**config.mk**
```make
export PLATFORM = sky130hd
export DESIGN_NAME = lsu
export DESIGN_NICKNAME = d
export VERILOG_FILES = /design/src/rtl/lsu.sv
export SDC_FILE = /design/constraint.sdc
export NUM_CORES = 1
export LEC_CHECK = 0
export ABC_AREA = 1
export CELL_PAD_IN_SITES_DETAIL_PLACEMENT = 0
export CELL_PAD_IN_SITES_GLOBAL_PLACEMENT = 1
export CORE_ASPECT_RATIO = 0.9
export CORE_UTILIZATION = 33
export DETAILED_ROUTE_END_ITERATION = 16
export GPL_TIMING_DRIVEN = 0
export PLACE_DENSITY_LB_ADDON = 0.1
export RECOVER_POWER = 25
export SLEW_MARGIN = 20
export SYNTH_ARGS = -nofsm -noshare
export SYNTH_HDL_FRONTEND = slang
export SYNTH_SLANG_ARGS = --single-unit
```
**constraint.sdc**
```tcl
create_clock -name clk -period 2.8 [get_ports clk]
set_input_delay 0.42 -clock clk [delete_from_list [all_inputs] [get_ports clk]]
set_output_delay 0.42 -clock clk [all_outputs]
set_load 0.01 [all_outputs]
```
**src/rtl/lsu.sv**
```systemverilog
// Load/store unit: byte-serial memory access between ex_mem and mem_wb.
// Optional feature: define LSU_ALIGN_CHECK_EN to drop misaligned halfword/word
// accesses with a one-cycle misalign_o pulse instead of running them bytewise.
//
// Memory handshake: while mem_req_o is high, mem_addr_o, mem_wr_o and
// mem_wdata_o stay stable until mem_ack_i; one byte completes on every rising
// edge where mem_req_o && mem_ack_i, and mem_rdata_i is sampled on that edge.

`ifndef LSU_SHARED_DEFINES
`define LSU_SHARED_DEFINES
// Standalone copies of the shared pipeline defines.
`define OptBus   3:0
`define OptNOP   4'd0
`define OptLB    4'd1
`define OptLH    4'd2
`define OptLW    4'd3
`define OptLBU   4'd4
`define OptLHU   4'd5
`define OptSB    4'd6
`define OptSH    4'd7
`define OptSW    4'd8
`define OpcLoad  7'b0000011
`define OpcStore 7'b0100011
`endif

module lsu (
    input  logic           clk,
    input  logic           rst,
    input  logic [6:0]     opcode_i,
    input  logic [`OptBus] opt_i,
    input  logic           we_i,
    input  logic [4:0]     waddr_i,
    input  logic [31:0]    alu_i,
    input  logic [31:0]    rdata2_i,
    output logic           we_o,
    output logic [4:0]     waddr_o,
    output logic [31:0]    wdata_o,
    output logic           stall_o,
    output logic           mem_req_o,
    output logic           mem_wr_o,
    output logic [31:0]    mem_addr_o,
    output logic [7:0]     mem_wdata_o,
    input  logic [7:0]     mem_rdata_i,
    input  logic           mem_ack_i,
    output logic           misalign_o,
    output logic [1:0]     fsm_state_o
);

    typedef enum logic [1:0] {
        IDLE   = 2'd0,
        ACCESS = 2'd1,
        DONE   = 2'd2
    } state_e;

    state_e         state_q, state_d;
    logic [`OptBus] opt_q;
    logic [4:0]     waddr_q;
    logic           we_q;
    logic [31:0]    base_q;
    logic [31:0]    sdata_q;
    logic [31:0]    ldata_q;
    logic [1:0]     idx_q;
    logic [2:0]     cnt_q;

    logic           is_load, is_store, is_mem, misalign;
    logic [2:0]     cnt_d;
    logic           store_q, last_byte;
    logic [31:0]    load_ext;

    // Decode the incoming ex_mem instruction and its byte count.
    always_comb begin
        is_load  = (opcode_i == `OpcLoad) &&
                   (opt_i inside {`OptLB, `OptLH, `OptLW, `OptLBU, `OptLHU});
        is_store = (opcode_i == `OpcStore) &&
                   (opt_i inside {`OptSB, `OptSH, `OptSW});
        is_mem   = is_load || is_store;
        case (opt_i)
            `OptLB, `OptLBU, `OptSB: cnt_d = 3'd1;
            `OptLH, `OptLHU, `OptSH: cnt_d = 3'd2;
            default:                 cnt_d = 3'd4;
        endcase
`ifdef LSU_ALIGN_CHECK_EN
        misalign = is_mem && (((cnt_d == 3'd2) && alu_i[0]) ||
                              ((cnt_d == 3'd4) && (alu_i[1:0] != 2'b00)));
`else
        misalign = 1'b0;
`endif
    end

    // Properties of the latched transaction.
    always_comb begin
        store_q   = opt_q inside {`OptSB, `OptSH, `OptSW};
        last_byte = (({1'b0, idx_q}) + 3'd1) == cnt_q;
        case (opt_q)
            `OptLB:  load_ext = {{24{ldata_q[7]}}, ldata_q[7:0]};
            `OptLH:  load_ext = {{16{ldata_q[15]}}, ldata_q[15:0]};
            `OptLBU: load_ext = {24'd0, ldata_q[7:0]};
            `OptLHU: load_ext = {16'd0, ldata_q[15:0]};
            default: load_ext = ldata_q;
        endcase
    end

    // Next-state logic: IDLE -> ACCESS per accepted op, DONE after the last ack.
    always_comb begin
        state_d = state_q;
        case (state_q)
            IDLE:    if (is_mem && !misalign) state_d = ACCESS;
            ACCESS:  if (mem_ack_i && last_byte) state_d = DONE;
            DONE:    state_d = IDLE;
            default: state_d = IDLE;
        endcase
    end

    // State register plus transaction latch and byte-lane assembly.
    always_ff @(posedge clk) begin
        if (rst) begin
            state_q <= IDLE;
            opt_q   <= `OptNOP;
            waddr_q <= 5'd0;
            we_q    <= 1'b0;
            base_q  <= 32'd0;
            sdata_q <= 32'd0;
            ldata_q <= 32'd0;
            idx_q   <= 2'd0;
            cnt_q   <= 3'd0;
        end else begin
            state_q <= state_d;
            case (state_q)
                IDLE: begin
                    if (is_mem && !misalign) begin
                        opt_q   <= opt_i;
                        waddr_q <= waddr_i;
                        we_q    <= we_i;
                        base_q  <= alu_i;
                        sdata_q <= rdata2_i;
                        cnt_q   <= cnt_d;
                        idx_q   <= 2'd0;
                        ldata_q <= 32'd0;
                    end
                end
                ACCESS: begin
                    if (mem_ack_i) begin
                        if (!store_q) ldata_q[{idx_q, 3'b000} +: 8] <= mem_rdata_i;
                        idx_q <= idx_q + 2'd1;
                    end
                end
                default: ;
            endcase
        end
    end

    // Output decode; everything is held at zero while rst is high.
    always_comb begin
        we_o        = 1'b0;
        waddr_o     = 5'd0;
        wdata_o     = 32'd0;
        stall_o     = 1'b0;
        mem_req_o   = 1'b0;
        mem_wr_o    = 1'b0;
        mem_addr_o  = 32'd0;
        mem_wdata_o = 8'd0;
        misalign_o  = 1'b0;
        fsm_state_o = state_q;
        if (!rst) begin
            case (state_q)
                IDLE: begin
                    if (misalign) begin
                        misalign_o = 1'b1;
                    end else if (is_mem) begin
                        stall_o = 1'b1;
                    end else begin
                        we_o    = we_i;
                        waddr_o = waddr_i;
                        wdata_o = alu_i;
                    end
                end
                ACCESS: begin
                    stall_o     = 1'b1;
                    mem_req_o   = 1'b1;
                    mem_wr_o    = store_q;
                    mem_addr_o  = base_q + {30'd0, idx_q};
                    mem_wdata_o = sdata_q[{idx_q, 3'b000} +: 8];
                end
                DONE: begin
                    waddr_o = waddr_q;
                    if (!store_q) begin
                        we_o    = we_q;
                        wdata_o = load_ext;
                    end
                end
                default: ;
            endcase
        end
    end

endmodule

```
# Yosys cells after proc, flatten, opt, wreduce, memory -nomap -nowiden
# Cells that the tools add are included.
[totals]
romBits = 0
n_memories = 0
latchBits = 0
ram_bits = 0
ff_bits = 113
[op_classes]
n_mul = 0
div_mod_pow = 0
bitwise_logic = 0
n_eq_ne = 24
reduce_logical = 15
n_addsub = 4
shifts = 3
n_mux = 35
order_cmp = 0
[op_table]
columns = ["op", "n"]
rows = [
  ["$mux W32", 8],
  ["$pmux W32 S2", 2],
  ["$pmux W32 S4", 1],
  ["$add A32 B2 Y32", 1],
  ["$bwmux W32", 1],
  ["$eq A4 B3 Y1 const B", 8],
  ["$shift A8 B7 Y32 const A", 1],
  ["$shiftx A32 B6 Y8", 1],
  ["$shiftx A8 B7 Y32", 1],
  ["$mux W8", 2],
  ["$eq A4 B2 Y1 const B", 3],
  ["$mux W5", 2],
  ["$pmux W5 S2", 1],
  ["$mux W1", 9],
  ["$eq A4 B1 Y1 const B", 2],
  ["$eq A4 B4 Y1 const B", 2],
  ["$mux W2", 4],
  ["$ne A2 B2 Y1 const B", 4],
  ["$pmux W2 S2", 2],
  ["$eq A7 B2 Y1 const B", 1],
  ["$eq A7 B6 Y1 const B", 1],
  ["$neg A5 Y7", 1],
  ["$pmux W3 S2", 1],
  ["$reduce_bool A3 Y1", 2],
  ["other kinds (15)", 20],
]

# Depth between registers and ports, before layout
[logic_depth]
depth_word = 7
mapped_depth = 13

# Least setup slack after synthesis
# Ideal clock, no wire load.
[synth_timing]
kind = "register to output"
start = "register idx_q[0]"
end = "output port mem_addr_o[16]"
slack_ns = 0.628
t_required_ns = 2.380
t_arrival_ns = 1.752
path_stages_with_launch = 11
path_cell_list = "dfxtp_1 ha_1 fa_1 nand3_1 nor3_1 nand2_1 nor2_1 nand4_1 nand2_1 nand2_1 nor2_1"
[synth_via]
elab_chain_cells = 3
[synth_lines]
columns = ["element", "line_no", "rtl"]
rows = [
  ["start, declared", "62", "logic [1:0] idx_q;"],
  ["start signal, assigned", "144", "idx_q <= idx_q + 2'd1;"],
  ["$add A32 B2 Y32", "181", "mem_addr_o = base_q + {30'd0, idx_q};"],
  ["$mux W32", "165", "case (state_q)"],
  ["$mux W32", "164", "if (!rst) begin"],
  ["end, declared", "41", "output logic [31:0] mem_addr_o,"],
]
# Every way passes these cells.

# Final worst setup path
[layout_timing]
start = "register idx_q[0]"
end = "output port mem_addr_o[26]"
# The elaborated chain is that of the path after synthesis.

==> metrics.md <==
| Metric | Value |
|---|---|
| Diodes inserted | 0 |
| Core box area | 19500 um^2 |
| Ports | 176 |
| Chip height | 136 um |
| Crit-path max FO | 3 |
| Area share of the largest cell type after synthesis | 34.1% |
| Yosys warning count | 0 |
| Placement Cell Area | 8680 um^2 |
| TritonCTS Sinks | 113 |
| Placer Congestion | 0.886 |
| Gr usage total | 25.3% |
| Area Growth Syn to Fin | 44.9% |
| Slowest CP cell | dfxtp_4 |
| Post-synth EDFFs | 0 |
| First-pass GRT wire length | 38.5 mm |
| Drt pass-1 iters | 5 |
| CP max stage delay | 0.37 ns |
| Async SR Flop Fraction | 0% |
| Critical path arrival | 2.34 ns |
| Final core utilization | 49.4% |
| RSZ-0062 raised after global routing | true |
| Top cells by area, synth | dfxtp_1 (34%), nand2_1 (12%), nor2_1 (11%) |
| Post-DR wirelength/cell | 16.7 um |
| Final Hold Fails | 0 |
| Clock Skews | 0.00595 ns |
| Actual slew at the worst max-slew pin | 0.724 ns |
| Via count | 7585 |
| Number of setup violations in the final report | 0 |
| DR iter-0 viols | 478 |
| Die footprint | 20700 um^2 |
| Via count of the first global-routing pass | 6918 |
| Routed vias/inst | 4.89 |
| Fin area | 9610 um^2 |
| Largest net degree at the start of global routing | 17 |
| Achievable Freq | 363 MHz |
| Synth Net Count | 1172 |
| H-tree depth | 4 |
| Routed Antenna Nets | 0 |
| CTS Root Cell | clkbuf_16 |
| Status | complete, no violations |
| Distinct cells, synth | 37 |
| PD cells | 426 nW/um^2 |
| Number of buffers inserted by hold repair at cts | 0 |
| Leakage | 4.12 nW |
| Synthesized area per cell | 6.18 um^2 |
| Final Net Count | 1387 |
| Initial Util | 34.1% |
| Crit path cell chain | ha_4, fa_2, nand3_4, buf_6, nor3_4, nand2_2, nor2_4, buf_6, nand2_2, nand2_2, nand3_1, nor2_1, buf_2 |
| Most frequent cell after synthesis | nand2_1 |
| Max cap viols | 0 |
| Crit path buffers/inverters | 3 |
| I/O Buffers | 173 |
| Max-slew headroom | 51.7% |
| Global route overflow | 0 |
| Final worst path period share | 98.4% |
| Seq/Total Area, Yosys | 34.1% |
| Mapped cell area | 6630 um^2 |
| Post-route DRC | 0 |
| CP Class | reg2out |
| Setup crit start kind | flop |
| CP delay by family, top | simple AND/OR/NAND/NOR gates |
| CTS tree | done |
| Synth Instances | 1073 |
| Final Power | 4.10 mW |
| Ys flop type | dfxtp_1 |
| Crit end category | output port |
| DP HPWL | 20.2 mm |
| Clock period minus worst slack | 2.76 ns |
| Post-synth top cells | nand2_1 (214), nor2_1 (200), a21oi_1 (118) |
| Worst-case clock buffer depth | 2 |
| Most used cell along the critical path | nand2_2 |
| Cts bufs inserted | 17 |
| Placement Rows | 48 |
| Chip Width | 151 um |
| Initial antenna violation count | 0 |
| Seq cells post-synth | 113 |
| Later-pin clock latency in the skew report | 0.43 ns |
| Final Max Tran Viols | 0 |
| Peak supply drop | 378 uV |
| WL final | 25.9 mm |
| Largest area contributor in the netlist | dfxtp_1 |
| Clk slew on worst S/H paths | 0.06 ns |
| WP data required | 2.38 ns |
| Layout cells sized above 1 | 14.3% |
| Type of the worst min-delay path | in2reg |
## through the flow
| step | TNS (ns) | setup slack [ns] | cells | hold WS (ns) |
|---|---|---|---|---|
| 2_1_floorplan | 0 | 0.628 | 1073 | 0.430 |
| 3_3_place_gp | -17.48 | -0.443 | 1496 | 0.444 |
| 3_5_place_dp | -17.60 | -0.455 | 1496 | 0.448 |
| 4_1_cts | -0.0859 | -0.0486 | 1542 | 0.457 |
| 5_1_grt | -1.04 | -0.0941 | 1551 | 0.352 |
| 6_report | 0 | 0.0448 | 1551 | 0.341 |
## area by class of cell
| type | count | area (um^2) |
|---|---|---|
| Timing Repair Buffer | 197 | 1770 |
| Fill cell | 2132 | 9850 |
| Multi-Input combinational cell | 784 | 3900 |
| Clock inverter | 15 | 138 |
| Buffer | 57 | 342 |
| Inverter | 118 | 445 |
| Sequential cell | 113 | 2280 |
| Tap cell | 250 | 313 |
| Clock buffer | 17 | 425 |
## worst reg2reg max path: cells and delay by family (launching register included)
kind,cells,cell delay (ns)
fa+ha+maj,1,0.21
buf+inv,6,1.03
flops,1,0.37
simple gates,4,0.79
## layer usage
metal | GRT usage (%) | routed length (um) | up-vias | part of all wire [%]
met2 | 40.3 | 11800 | 214 | 46
met3 | 4.53 | 1480 | 26 | 5.7
met5 | 0 | 0 | - | 0
met1 | 34.9 | 12300 | 3443 | 47
met4 | 6.61 | 359 | 0 | 1.4
li1 | - | - | 3902 | -
## worst paths after layout
check | startpoint | endpoint | slack (ns) | depth (start not counted)
setup / recovery | idx_q[0] | mem_addr_o[26] | 0.04 | 13
hold / removal | opt_i[3] | opt_q[3] | 0.34 | 3
hold reg to reg | sdata_q[8] | sdata_q[8] | 0.45 | 2
setup reg to reg | idx_q[0] | ldata_q[28] | 0.36 | 11
## placed cells by master, fill, tap and decap left out, types with 4 or more instances in the layout
cell and instances:
buf_6 11, nor3_1 23, buf_4 31, clkbuf_1 27
inv_6 6, clkbuf_2 20, dlymetal6s2s_1 4, nor2_4 14
clkbuf_16 17, a21oi_1 113, inv_8 4, inv_1 111
nor2_1 182, nand2_1 204, o21ai_0 113, ha_1 5
a21oi_2 5, a22oi_1 12, nand4_1 18, nor3_2 10
nand3_1 27, inv_2 5, nand2_2 8, nand4_2 4
buf_2 8, clkdlybuf4s50_1 91, dfxtp_1 107, dlygate4sd2_1 46
o21ai_1 4, clkdlybuf4s15_1 5, nor2_2 12
## cell families after synthesis
| logic type | share of synthesized area [%] |
|---|---|
| other | 0.0565 |
| adders and majority gates | 1.43 |
| and+or+nand+nor | 32.6 |
| xor gates and xnor gates | 0.792 |
| DFF | 34.1 |
| buffers and inverters | 11.2 |
| AOI/OAI and AO/OA | 19.8 |
## flip-flops by register name, indices dropped and copies added (netlist names)
name	count
base_q	32
ldata_q	32
sdata_q	32
waddr_q	5
opt_q	4
cnt_q	3
fsm_state_o	2
idx_q	2
we_q	1
## power by group
part,leakage (nW),switching (mW),total [mW],internal [mW]
Clock,0.270,0.921,2.09,1.17
Sequential,0.914,0.00565,1.62,1.61
Combinational,2.94,0.198,0.387,0.189
Total,4.12,1.12,4.10,2.98
## timing repair
action	CTS	global route
cloned	0	0
resized for setup	188	60
endpoints found under the setup margin	92	47
pin swaps	15	17
setup buffers	15	9
(Power assumes the default switching activity.)
